## config.mk

```make
export PLATFORM = sky130hd
export DESIGN_NAME = alu_share_arb
export DESIGN_NICKNAME = d
export VERILOG_FILES = /design/src/rtl/alu_opcodes_pkg.sv /design/src/rtl/alu_riscv.sv /design/src/rtl/rr_arbiter.sv /design/src/rtl/alu_share_arb.sv
export SDC_FILE = /design/constraint.sdc
export NUM_CORES = 1
export LEC_CHECK = 0
export CAP_MARGIN = 5
export CORE_ASPECT_RATIO = 0.75
export CORE_MARGIN = 5
export CORE_UTILIZATION = 57
export CTS_BUF_LIST = sky130_fd_sc_hd__clkbuf_16
export CTS_CLUSTER_DIAMETER = 200
export DETAILED_ROUTE_END_ITERATION = 10
export PLACE_DENSITY_LB_ADDON = 0.08
export SYNTH_ARGS = -nofsm -noshare
export SYNTH_HDL_FRONTEND = slang
export SYNTH_HIERARCHICAL = 1
export SYNTH_SLANG_ARGS = --single-unit
export TNS_END_PERCENT = 30
```

## constraint.sdc

```tcl
create_clock -name clk_i -period 5.7 [get_ports clk_i]
set_input_delay 0.855 -clock clk_i [delete_from_list [all_inputs] [get_ports clk_i]]
set_output_delay 0.855 -clock clk_i [all_outputs]
set_load 0.01 [all_outputs]
```

## src/rtl/alu_opcodes_pkg.sv

```systemverilog
// ALU opcode encodings and datapath widths shared by the ALU and its users.
package alu_opcodes_pkg;

    localparam int unsigned ALU_OP_W   = 5;
    localparam int unsigned ALU_DATA_W = 32;

    typedef enum logic [ALU_OP_W-1:0] {
        ALU_ADD  = 5'd0,
        ALU_SUB  = 5'd1,
        ALU_XOR  = 5'd2,
        ALU_OR   = 5'd3,
        ALU_AND  = 5'd4,
        ALU_SLL  = 5'd5,
        ALU_SRL  = 5'd6,
        ALU_SRA  = 5'd7,
        ALU_SLTS = 5'd8,
        ALU_SLTU = 5'd9,
        ALU_EQ   = 5'd10,
        ALU_NE   = 5'd11,
        ALU_LTS  = 5'd12,
        ALU_LTU  = 5'd13,
        ALU_GES  = 5'd14,
        ALU_GEU  = 5'd15
    } alu_op_e;

endpackage

```

## src/rtl/alu_riscv.sv

```systemverilog
// Combinational RISC-V style ALU: arithmetic/logic ops drive result, compare ops drive flag.
module alu_riscv
    import alu_opcodes_pkg::*;
(
    input  logic [ALU_OP_W-1:0]   operator_i,
    input  logic [ALU_DATA_W-1:0] operand_a_i,
    input  logic [ALU_DATA_W-1:0] operand_b_i,
    output logic [ALU_DATA_W-1:0] result_o,
    output logic                  flag_o
);

    logic lt_s;
    logic lt_u;
    logic eq;

    assign lt_s = $signed(operand_a_i) < $signed(operand_b_i);
    assign lt_u = operand_a_i < operand_b_i;
    assign eq   = operand_a_i == operand_b_i;

    // Decode the operator; unknown encodings fall through to result 0, flag 0.
    always_comb begin
        result_o = '0;
        flag_o   = 1'b0;
        case (operator_i)
            ALU_ADD:  result_o = operand_a_i + operand_b_i;
            ALU_SUB:  result_o = operand_a_i - operand_b_i;
            ALU_XOR:  result_o = operand_a_i ^ operand_b_i;
            ALU_OR:   result_o = operand_a_i | operand_b_i;
            ALU_AND:  result_o = operand_a_i & operand_b_i;
            ALU_SLL:  result_o = operand_a_i << operand_b_i[4:0];
            ALU_SRL:  result_o = operand_a_i >> operand_b_i[4:0];
            ALU_SRA:  result_o = ALU_DATA_W'($signed(operand_a_i) >>> operand_b_i[4:0]);
            ALU_SLTS: result_o = {{(ALU_DATA_W-1){1'b0}}, lt_s};
            ALU_SLTU: result_o = {{(ALU_DATA_W-1){1'b0}}, lt_u};
            ALU_EQ:   flag_o   = eq;
            ALU_NE:   flag_o   = !eq;
            ALU_LTS:  flag_o   = lt_s;
            ALU_LTU:  flag_o   = lt_u;
            ALU_GES:  flag_o   = !lt_s;
            ALU_GEU:  flag_o   = !lt_u;
            default: begin
                result_o = '0;
                flag_o   = 1'b0;
            end
        endcase
    end

endmodule

```

## src/rtl/rr_arbiter.sv

```systemverilog
// Combinational round-robin selector: search starts one past last_grant and wraps.
module rr_arbiter #(
    parameter int unsigned N   = 2,
    parameter int unsigned IDW = (N > 1) ? $clog2(N) : 1
) (
    input  logic [N-1:0]   req,
    input  logic [IDW-1:0] last_grant,
    output logic [N-1:0]   gnt,
    output logic [IDW-1:0] gnt_idx,
    output logic           gnt_valid
);

    int unsigned idx;

    // First requester found after last_grant wins; later hits are ignored.
    always_comb begin
        gnt       = '0;
        gnt_idx   = '0;
        gnt_valid = 1'b0;
        idx       = 0;
        for (int unsigned off = 1; off <= N; off++) begin
            idx = (32'(last_grant) + off) % N;
            if (!gnt_valid && req[idx]) begin
                gnt_valid = 1'b1;
                gnt[idx]  = 1'b1;
                gnt_idx   = IDW'(idx);
            end
        end
    end

endmodule

```

## src/rtl/alu_share_arb.sv

```systemverilog
// Shares one ALU between NUM_REQ requesters with round-robin arbitration and a
// single registered, id-tagged response slot.
module alu_share_arb
    import alu_opcodes_pkg::*;
#(
    parameter int unsigned NUM_REQ = 2,
    parameter int unsigned IDW     = $clog2(NUM_REQ)
) (
    input  logic                          clk_i,
    input  logic                          rst_i,
    input  logic [NUM_REQ-1:0]            req_valid_i,
    output logic [NUM_REQ-1:0]            req_ready_o,
    input  logic [NUM_REQ*ALU_DATA_W-1:0] req_a_i,
    input  logic [NUM_REQ*ALU_DATA_W-1:0] req_b_i,
    input  logic [NUM_REQ*ALU_OP_W-1:0]   req_op_i,
    output logic                          rsp_valid_o,
    input  logic                          rsp_ready_i,
    output logic [IDW-1:0]                rsp_id_o,
    output logic [ALU_DATA_W-1:0]         rsp_result_o,
    output logic                          rsp_flag_o
);

    // Requester 0 gets first priority out of reset.
    localparam logic [IDW-1:0]      LastGrantRst = IDW'(NUM_REQ - 1);
    localparam logic [ALU_OP_W-1:0] IdleOp       = ALU_ADD;

    logic [NUM_REQ-1:0]    gnt;
    logic [IDW-1:0]        gnt_idx;
    logic                  gnt_valid;
    logic                  can_accept;
    logic                  handshake;
    logic [IDW-1:0]        last_grant_q;

    logic [ALU_DATA_W-1:0] alu_a;
    logic [ALU_DATA_W-1:0] alu_b;
    logic [ALU_OP_W-1:0]   alu_op;
    logic [ALU_DATA_W-1:0] alu_result;
    logic                  alu_flag;

    logic                  rsp_valid_q;
    logic [IDW-1:0]        rsp_id_q;
    logic [ALU_DATA_W-1:0] rsp_result_q;
    logic                  rsp_flag_q;

    rr_arbiter #(
        .N   (NUM_REQ),
        .IDW (IDW)
    ) u_rr_arbiter (
        .req        (req_valid_i),
        .last_grant (last_grant_q),
        .gnt        (gnt),
        .gnt_idx    (gnt_idx),
        .gnt_valid  (gnt_valid)
    );

    // The grant never looks at rsp_ready_i, so ready does not depend on itself.
    assign can_accept  = !rsp_valid_q || rsp_ready_i;
    assign handshake   = gnt_valid && can_accept && !rst_i;
    assign req_ready_o = handshake ? gnt : '0;

    // Steer the granted requester into the ALU; idle inputs stay X-free.
    always_comb begin
        alu_a  = '0;
        alu_b  = '0;
        alu_op = IdleOp;
        if (gnt_valid) begin
            alu_a  = req_a_i[ALU_DATA_W*gnt_idx +: ALU_DATA_W];
            alu_b  = req_b_i[ALU_DATA_W*gnt_idx +: ALU_DATA_W];
            alu_op = req_op_i[ALU_OP_W*gnt_idx +: ALU_OP_W];
        end
    end

    alu_riscv u_alu (
        .operator_i  (alu_op),
        .operand_a_i (alu_a),
        .operand_b_i (alu_b),
        .result_o    (alu_result),
        .flag_o      (alu_flag)
    );

    // Response slot and round-robin pointer; drain and refill may share a cycle.
    always_ff @(posedge clk_i) begin
        if (rst_i) begin
            rsp_valid_q  <= 1'b0;
            rsp_id_q     <= '0;
            rsp_result_q <= '0;
            rsp_flag_q   <= 1'b0;
            last_grant_q <= LastGrantRst;
        end else if (handshake) begin
            rsp_valid_q  <= 1'b1;
            rsp_id_q     <= gnt_idx;
            rsp_result_q <= alu_result;
            rsp_flag_q   <= alu_flag;
            last_grant_q <= gnt_idx;
        end else if (rsp_valid_q && rsp_ready_i) begin
            rsp_valid_q  <= 1'b0;
        end
    end

    assign rsp_valid_o  = rsp_valid_q;
    assign rsp_id_o     = rsp_id_q;
    assign rsp_result_o = rsp_result_q;
    assign rsp_flag_o   = rsp_flag_q;

endmodule

```

==> summary.md, run 1 <==
| Metric | Value |
|---|---|
| # IOs | 180 |
| Routability cong. | 1.209 |
| Hold Crit Depth | 2 |
| Vias | 13.97k |
| Vias in the first global route | 12.75k |
| First DRT Iteration DRCs | 2555 |
| # setup viols final | 0 |
| Finished layout cell area | 13420 sq um |
| DR DRC count | 0 |
| Synthesized area | 11110 sq um |
| Leakage | 5.442 nW |
| FP Rows | 44 |
| Crit path DAT | around 5.6 ns |
| Combinational Power Share | 0.779 |
| Synth top area share | 0.1104 |
| Post-DP Area | 13280 sq um |
| Top cell type by total area after synthesis | ha_1 |
| Startpoint types | primary input |
| P per Cell Area | 186.8 nW/um^2 |
| Synth top area cells | ha_1 (11%), mux2i_1 (11%), nor2_1 (8.1%) |
| GRT overflow | 0 |
| Crit Path Class | in2reg |
| Reported max-cap violation count | 0 |
| Post-route ant nets | 0 |
| Overall Global Routing Usage | 0.4107 |
| Final setup margin | roughly 0.31 ns |
| CTS tree | yes |
| Sequential share of power | 0.115 |
| Hold Crit Start | rsp_result_o[12] |
| # port buffers | 179 |
| Vias per cell | 6.900 |
| Die span in y | 130.9 microns |
| Initial core utilization | 0.5766 |
| Overall power | 2.507 mW |
| Largest fanout on the critical path | 19 |
| #FFs+latches synth | 36 |
| Worst hold slack | 0.4710 ns |
| Tmin final | 5.388 ns |
| Switching power | about 1.3 mW |
| Worst Skew | just under 0.006 ns |
| Dominant synthesized flop cell | dfxtp_1 |
| Largest net degree at the start of global routing | 93 |
| Yosys warning total | 6 |
| Skew-Pair Late Insertion Delay | 0.29 ns |
| Average wire per standard cell | 23.76 microns |
| Synth Instances | 1637 |
| Post CTS Setup Buffer Count | 0 |
| Sequential-to-total area share from yosys stat | 0.06486 |
| WP data required | 5.86 ns |
| Area Overhead vs Synth | 20.79% |
| RSZ-0062 raised after global routing | false |
| Final worst path period share | 0.9452 |
| Pre-antenna DRT Iters | 8 |
| Hold Path Sink | rsp_result_o[12] |
| Hold buffer count at cts | 0 |
| Flop2flop setup slack | 1.08 ns |
| Fraction of layout instances using a drive strength above 1 | 0.1033 |
| Total die area | ~22000 sq um |
| Core area | 19270 sq um |
| Worst R2R Path Depth | 18 |
| DP HPWL | 38260 microns |
| Yosys cell types | 94 |
| Syn_nets | between 1.5k and 2k |
| Internal cell power | 1.185 mW |
| Post-route setup TNS | 0 ns |
| Slew HR | 0.4320 |
| Worst Setup End Kind | flip-flop |
| Hold Crit Class | reg2reg |
| Post-cts gate resize count | 0 |
| Syn_area_per_cell | 6.787 sq um |
| Outcome | completed |
| Final hold violations | 0 |
| TritonCTS Sinks | 36 |
| Worst vdd ir | 0.1737 mV |
| Clock power frac | 0.106 |
| Clock Root Buffer | clkbuf_16 |
| CTS buffer count | 5 |
| Initial antenna violation count | 3 |
| Clock buffer depth | 2 |
| Post-Route WL | 48110 microns |
| Placement Setup Slack | 0.1125 ns |
| Chip Width | 171.2 microns |
| Final Slew Violations | 0 |
| Sw frac | 0.5275 |
| Worst slew pin tran | about 0.85 ns |
| Asr flop ratio synth | 0 |
| FF-to-FF Start | last_grant_q |
| R2R Path End | rsp_result_o[28] |
| Final net count | 2014 |
| Fmax | 0.1856 GHz |
| First-pass GRT wire length | 72360 microns |
| Reg clk slew, reported paths | 0.06 ns |
| H-tree levels | 2 |
| EDFF count, synth | 0 |
[critical path, cell delays in order]
cell,delay (ns)
clkdlybuf4s50_1,0.53
a21boi_4,0.27
buf_12,0.21
buf_4,0.22
mux2i_1,0.09
nor2_1,0.31
inv_1,0.09
ha_1,0.43
nand2_1,0.11
o21ai_0,0.16
o41ai_1,0.50
o211ai_1,0.36
nand2_1,0.17
nor2_1,0.05
a2111oi_1,0.61
nor4_1,0.09
a311o_1,0.33
nand3_1,0.07
a21oi_1,0.06
[sequential cells by signal, summed over array words and instances (netlist names)]
register	count
rsp_result_o	32
last_grant_q	1
rsp_id_o	1
rsp_valid_o	1
rsp_flag_o	1
[synthesized netlist by cell type (12+ instances only)]
| cell type | count |
|---|---|
| a221oi_1 | 17 |
| nand2_1 | 100 |
| mux2_2 | 22 |
| o21bai_1 | 12 |
| a31oi_1 | 14 |
| clkbuf_1 | 55 |
| nor2_1 | 240 |
| nand3_1 | 51 |
| a211oi_1 | 25 |
| nor3_1 | 32 |
| ha_1 | 98 |
| xnor2_1 | 16 |
| dfxtp_1 | 36 |
| o221ai_1 | 14 |
| nor2b_1 | 14 |
| o22ai_1 | 12 |
| o211ai_1 | 25 |
| o21ai_0 | 135 |
| inv_1 | 90 |
| nand2b_1 | 13 |
| mux2i_1 | 118 |
| mux4_2 | 23 |
| a21oi_1 | 173 |
| buf_2 | 40 |
| o31ai_1 | 12 |
| buf_1 | 16 |
| a21o_1 | 14 |
| o21ai_1 | 25 |
| nand4_1 | 12 |
| buf_4 | 16 |
[cells by family after synthesis]
group                      after synthesis  synth area share
adders and majority gates              100            0.1140
xor gates and xnor gates                22           0.01734
buffers and inverters                  238           0.09561
muxes                                  163            0.1752
and+or+nand+nor                        514            0.2100
AOI/OAI and AO/OA                      564            0.3230
DFF                                     36           0.06486
[power by group through the flow]
| stage | sequential (mW) | combinational, mW | clock, mW |
|---|---|---|---|
| final | 0.288 | 1.95 | 0.266 |
| after global routing | 0.291 | 2.06 | 0.279 |
| after CTS | 0.288 | 1.87 | 0.266 |
| after detailed placement | 0.294 | 1.86 | 0 |
| after global placement | 0.292 | 1.84 | 0 |
| after floorplan | 0.302 | 1.23 | 0 |
[layout by cell type, fill, tap and decap left out, types with 8 or more instances in the layout]
cell type        instances
o21ai_1                 25
a221oi_1                17
a221o_1                  9
nor2b_1                 13
o22ai_1                 12
nand2b_1                13
inv_1                   91
nand2_1                100
o21bai_1                12
o31ai_1                 12
nor3_1                  32
a21oi_1                173
mux2_2                  22
a211oi_1                25
o211ai_1                25
a21o_1                  14
nand4_1                 12
ha_1                    98
o221ai_1                14
nor4_1                   8
inv_2                    8
a31oi_1                 14
nor2_1                 234
mux2i_1                118
clkdlybuf4s50_1        179
mux4_2                  23
o21a_1                   8
dfxtp_1                 36
o21ai_0                135
buf_4                   83
xnor2_1                 16
nand3_1                 51
[per-layer routing]
metal / vias to the layer above / GRT usage / wire length, microns
met5: - / 0 / 20
met4: 4 / 0.2152 / 3106
met3: 210 / 0.1164 / 6783
met2: 1141 / 0.6040 / 19830
met1: 6375 / 0.5477 / 18370
li1: 6242 / - / -
[worst max-delay path by stage]
stage	slack [ns]	cells after the start	to	startpoint
2_1_floorplan	0.52	23	rsp_result_o[29]	req_valid_i[1]
3_5_place_dp	0.11	19	rsp_result_o[28]	req_valid_i[1]
5_1_grt	0.12	19	rsp_result_o[28]	req_valid_i[1]
6_report	0.31	19	rsp_result_o[28]	req_valid_i[1]
3_3_place_gp	0.17	19	rsp_result_o[28]	req_valid_i[1]
4_1_cts	0.41	19	rsp_result_o[28]	req_valid_i[1]
[final cells by class]
cell class                 instances  area, sq um
antenna                            1        2.502
clock buffer                       5        125.1
clock inverter                     2        8.758
fill                            1755         5848
inverter                         100        377.9
multi-input combinational       1363         9394
sequential                        36        720.7
tap                              253        316.6
timing repair buffer             265         2475
[through the flow]
stage / utilization / std cells
4_1_cts: 0.6964 / 2024
3_3_place_gp: 0.6894 / 2017
2_1_floorplan: - / 1637
6_report: 0.6965 / 2025
5_1_grt: 0.6964 / 2024
3_5_place_dp: 0.6894 / 2017
No activity file was read; power rests on OpenSTA's default activity.
==> run 2: changes to the inputs <==
- ABC_AREA: unset -> 1
- CORE_UTILIZATION: 57 -> 58
- SLEW_MARGIN: unset -> 10
==> run 2 against run 1 <==
Cell count up 44%. Core utilization shrank 0.41 points. Sequential power rose by 4%. Fmax increased by 5.1%. Via count is 31% higher. Combinational power up 10%. Wire length increased by 23%. Largest power group unchanged. Highest routed layer unchanged.
==> summary.md, run 2 <==
| Metric | Value |
|---|---|
| Outcome | completed |
| FF-to-FF Start | last_grant_q |
| Final worst path period share | 0.8990 (-0.04629) |
| Leakage | 7.794 nW (+43%) |
| Final net count | 2874 (+43%) |
| Worst vdd ir | 0.1288 mV (-26%) |
| # setup viols final | 0 (unchanged) |
| Dominant synthesized flop cell | dfxtp_1 |
| Slew HR | 0.4611 (+0.02915) |
| CP endpoint | rsp_result_o[31] |
| # port buffers | 179 (unchanged) |
| TritonCTS Sinks | 36 (unchanged) |
| WP data required | 5.90 ns (+0.04 ns) |
| Worst Setup End Kind | flip-flop |
| Asr flop ratio synth | 0 (unchanged) |
| First-pass GRT wire length | 88000 microns (+22%) |
| Hold Crit Class | reg2reg |
| H-tree levels | 2 (unchanged) |
| Initial core utilization | 0.5913 (+0.01465) |
| Synth top area cells | nand2_1 (23%), nand3_1 (19%), ha_1 (9.8%) |
| Pre-antenna DRT Iters | 7 (-1) |
| Synth Instances | 2520 (+54%) |
| Fmax | 0.1952 GHz (+5.1%) |
| Routability cong. | 1.205 (-0.35%) |
| Commonest non-fill, non-tap cell in the layout | nand2_1 |
| Crit path DAT | 5.32 ns (-0.23 ns) |
| Hold buffer count at cts | 0 (unchanged) |
| Total die area | 24660 sq um (+10%) |
| Initial antenna violation count | 2 (-1) |
| Vias | 18.24k (+31%) |
| DP HPWL | 47890 microns (+25%) |
| Reported max-cap violation count | 0 (unchanged) |
| P per Cell Area | 187.0 nW/um^2 (about the same) |
| Die span in y | 137.3 microns (+4.8%) |
| Tmin final | 5.124 ns (-0.2639 ns) |
| Largest net degree at the start of global routing | 75 (-19%) |
| DR DRC count | 0 (unchanged) |
| CTS tree | yes |
| Top cell type by total area after synthesis | nand2_1 |
| Clock Root Buffer | clkbuf_16 |
| Average wire per standard cell | 20.30 microns (-15%) |
| R2R Path End | rsp_result_o[31] |
| Post-Route WL | 59280 microns (+23%) |
| Yosys warning total | 6 (unchanged) |
| Post-route setup TNS | 0 ns (unchanged) |
| Crit path from | req_valid_i[0] |
| Syn_area_per_cell | 4.970 sq um (-27%) |
| Most frequent cells in the layout | nand2_1 (767), nand3_1 (467), nor2_1 (313) |
| Flop2flop setup slack | 1.44 ns (+0.36 ns) |
| Vias per cell | 6.247 (-9.5%) |
| Startpoint types | primary input |
| Area Overhead vs Synth | 17.09% |
| Crit Path Class | in2reg |
| Max reg flops | 32 (unchanged) |
| Sequential-to-total area share from yosys stat | 0.05755 (-0.007317) |
| Post CTS Setup Buffer Count | 0 (unchanged) |
| Final Util | 0.6923 (-0.004150) |
| First DRT Iteration DRCs | 4023 (+57%) |
| Worst R2R Path Depth | 19 (+1) |
| Synthesized area | 12520 sq um (+13%) |
| Synth top area share | 0.2302 (+0.1198) |
| Worst Skew | 0.01008 ns (+0.004154 ns) |
| Final Slew Violations | 0 (unchanged) |
| Yosys cell types | 44 (-53%) |
| N_diodes | 0 (-1) |
| Chip Width | 179.7 microns (+4.9%) |
| Vias in the first global route | 15.65k (+23%) |
| Syn_nets | 2763 (+47%) |
| Synth top cells by count | nand2_1 (768), nand3_1 (467), nor2_1 (318) |
| GRT overflow | 0 (unchanged) |
| Post-cts gate resize count | 0 (unchanged) |
| # IOs | 180 (unchanged) |
| CTS buffer count | 5 (unchanged) |
| EDFF count, synth | 0 (unchanged) |
| Skew-Pair Late Insertion Delay | 0.30 ns (about the same) |
| Fraction of layout instances using a drive strength above 1 | 0.04217 (-0.06116) |
| FP Rows | 46 (+4.5%) |
| Overall Global Routing Usage | 0.4497 (+0.03902) |
| Reg clk slew, reported paths | 0.07 ns (about the same) |
| Core area | 21180 sq um (+9.9%) |
| RSZ-0062 raised after global routing | false |
| Worst slew pin tran | 0.8084 ns (-0.04372 ns) |
| Clock buffer depth | 2 (unchanged) |
| Largest fanout on the critical path | 34 (+15) |
| Count leader, synth | nand2_1 |
| Final hold violations | 0 (unchanged) |
| #FFs+latches synth | 36 (unchanged) |
| Post-route ant nets | 0 (unchanged) |
[run 2: layer usage]
layer,global-route usage,share of wire
met5,0,0.00035
met2,0.6394,0.37
met3,0.1879,0.19
met1,0.5899,0.37
met4,0.2098,0.065
[run 2: layout make-up]
| cell class | instances | area (sq um) |
|---|---|---|
| Multi-Input combinational cell | 2044 | 10040 |
| Clock buffer | 5 | 125.1 |
| Fill cell | 2107 | 6516 |
| Inverter | 315 | 1182 |
| Clock inverter | 3 | 13.76 |
| Timing Repair Buffer | 229 | 2217 |
| Tap cell | 288 | 360.3 |
| Sequential cell | 36 | 720.7 |
[run 2: power breakdown]
part	switching [mW]	internal, mW	total, mW
clock network	0.132	0.160	0.292
logic	1.49	0.665	2.15
registers	0.0202	0.279	0.299
[run 2: logic make-up after synthesis]
kind of cell	Yosys count	synth area share
AO/OA/AOI/OAI	287	0.1274
XOR/XNOR	3	0.002098
adder cells (fa/ha/maj)	100	0.1011
buffers and inverters	440	0.1441
flip-flops	36	0.05755
multiplexers	1	0.0007993
AND/OR/NAND/NOR	1653	0.5670
[run 2: worst max-delay path: stages]
cell and delay [ns]:
clkdlybuf4s50_1 0.54, inv_1 0.08, nand2_2 0.55, buf_4 0.36, o21ai_0 0.12, nor2_1 0.10
buf_4 0.17, inv_1 0.10, ha_1 0.42, nor2_1 0.35, nand2_1 0.27, nor2_1 0.42
nand2_1 0.10, nand2_1 0.22, nand2_1 0.17, nand2_1 0.11, nand2_1 0.06, nand3_1 0.06
nand3_1 0.07, nand3_1 0.09, nand2_1 0.05
[run 2: worst min path at each step]
stage          depth (start not counted)             start                to
2_1_floorplan                          2      last_grant_q      last_grant_q
3_3_place_gp                           2  rsp_result_o[10]  rsp_result_o[10]
4_1_cts                                2  rsp_result_o[10]  rsp_result_o[10]
3_5_place_dp                           2  rsp_result_o[10]  rsp_result_o[10]
6_report                               2  rsp_result_o[10]  rsp_result_o[10]
5_1_grt                                2  rsp_result_o[10]  rsp_result_o[10]
[run 2: through the flow]
stage / std cells / hold slack, ns / area (sq um) / power (mW) / worst slack (ns)
after floorplan: 2520 / 0.4728 / 12520 / 1.629 / 1.797
after global placement: 2912 / 0.4472 / 14530 / 2.287 / 0.5758
after detailed placement: 2912 / 0.4556 / 14530 / 2.314 / 0.5047
after CTS: 2920 / 0.4642 / 14660 / 2.606 / 0.8006
after global routing: 2920 / 0.4686 / 14660 / 2.882 / 0.3723
final: 2920 / 0.4635 / 14660 / 2.742 / 0.5760
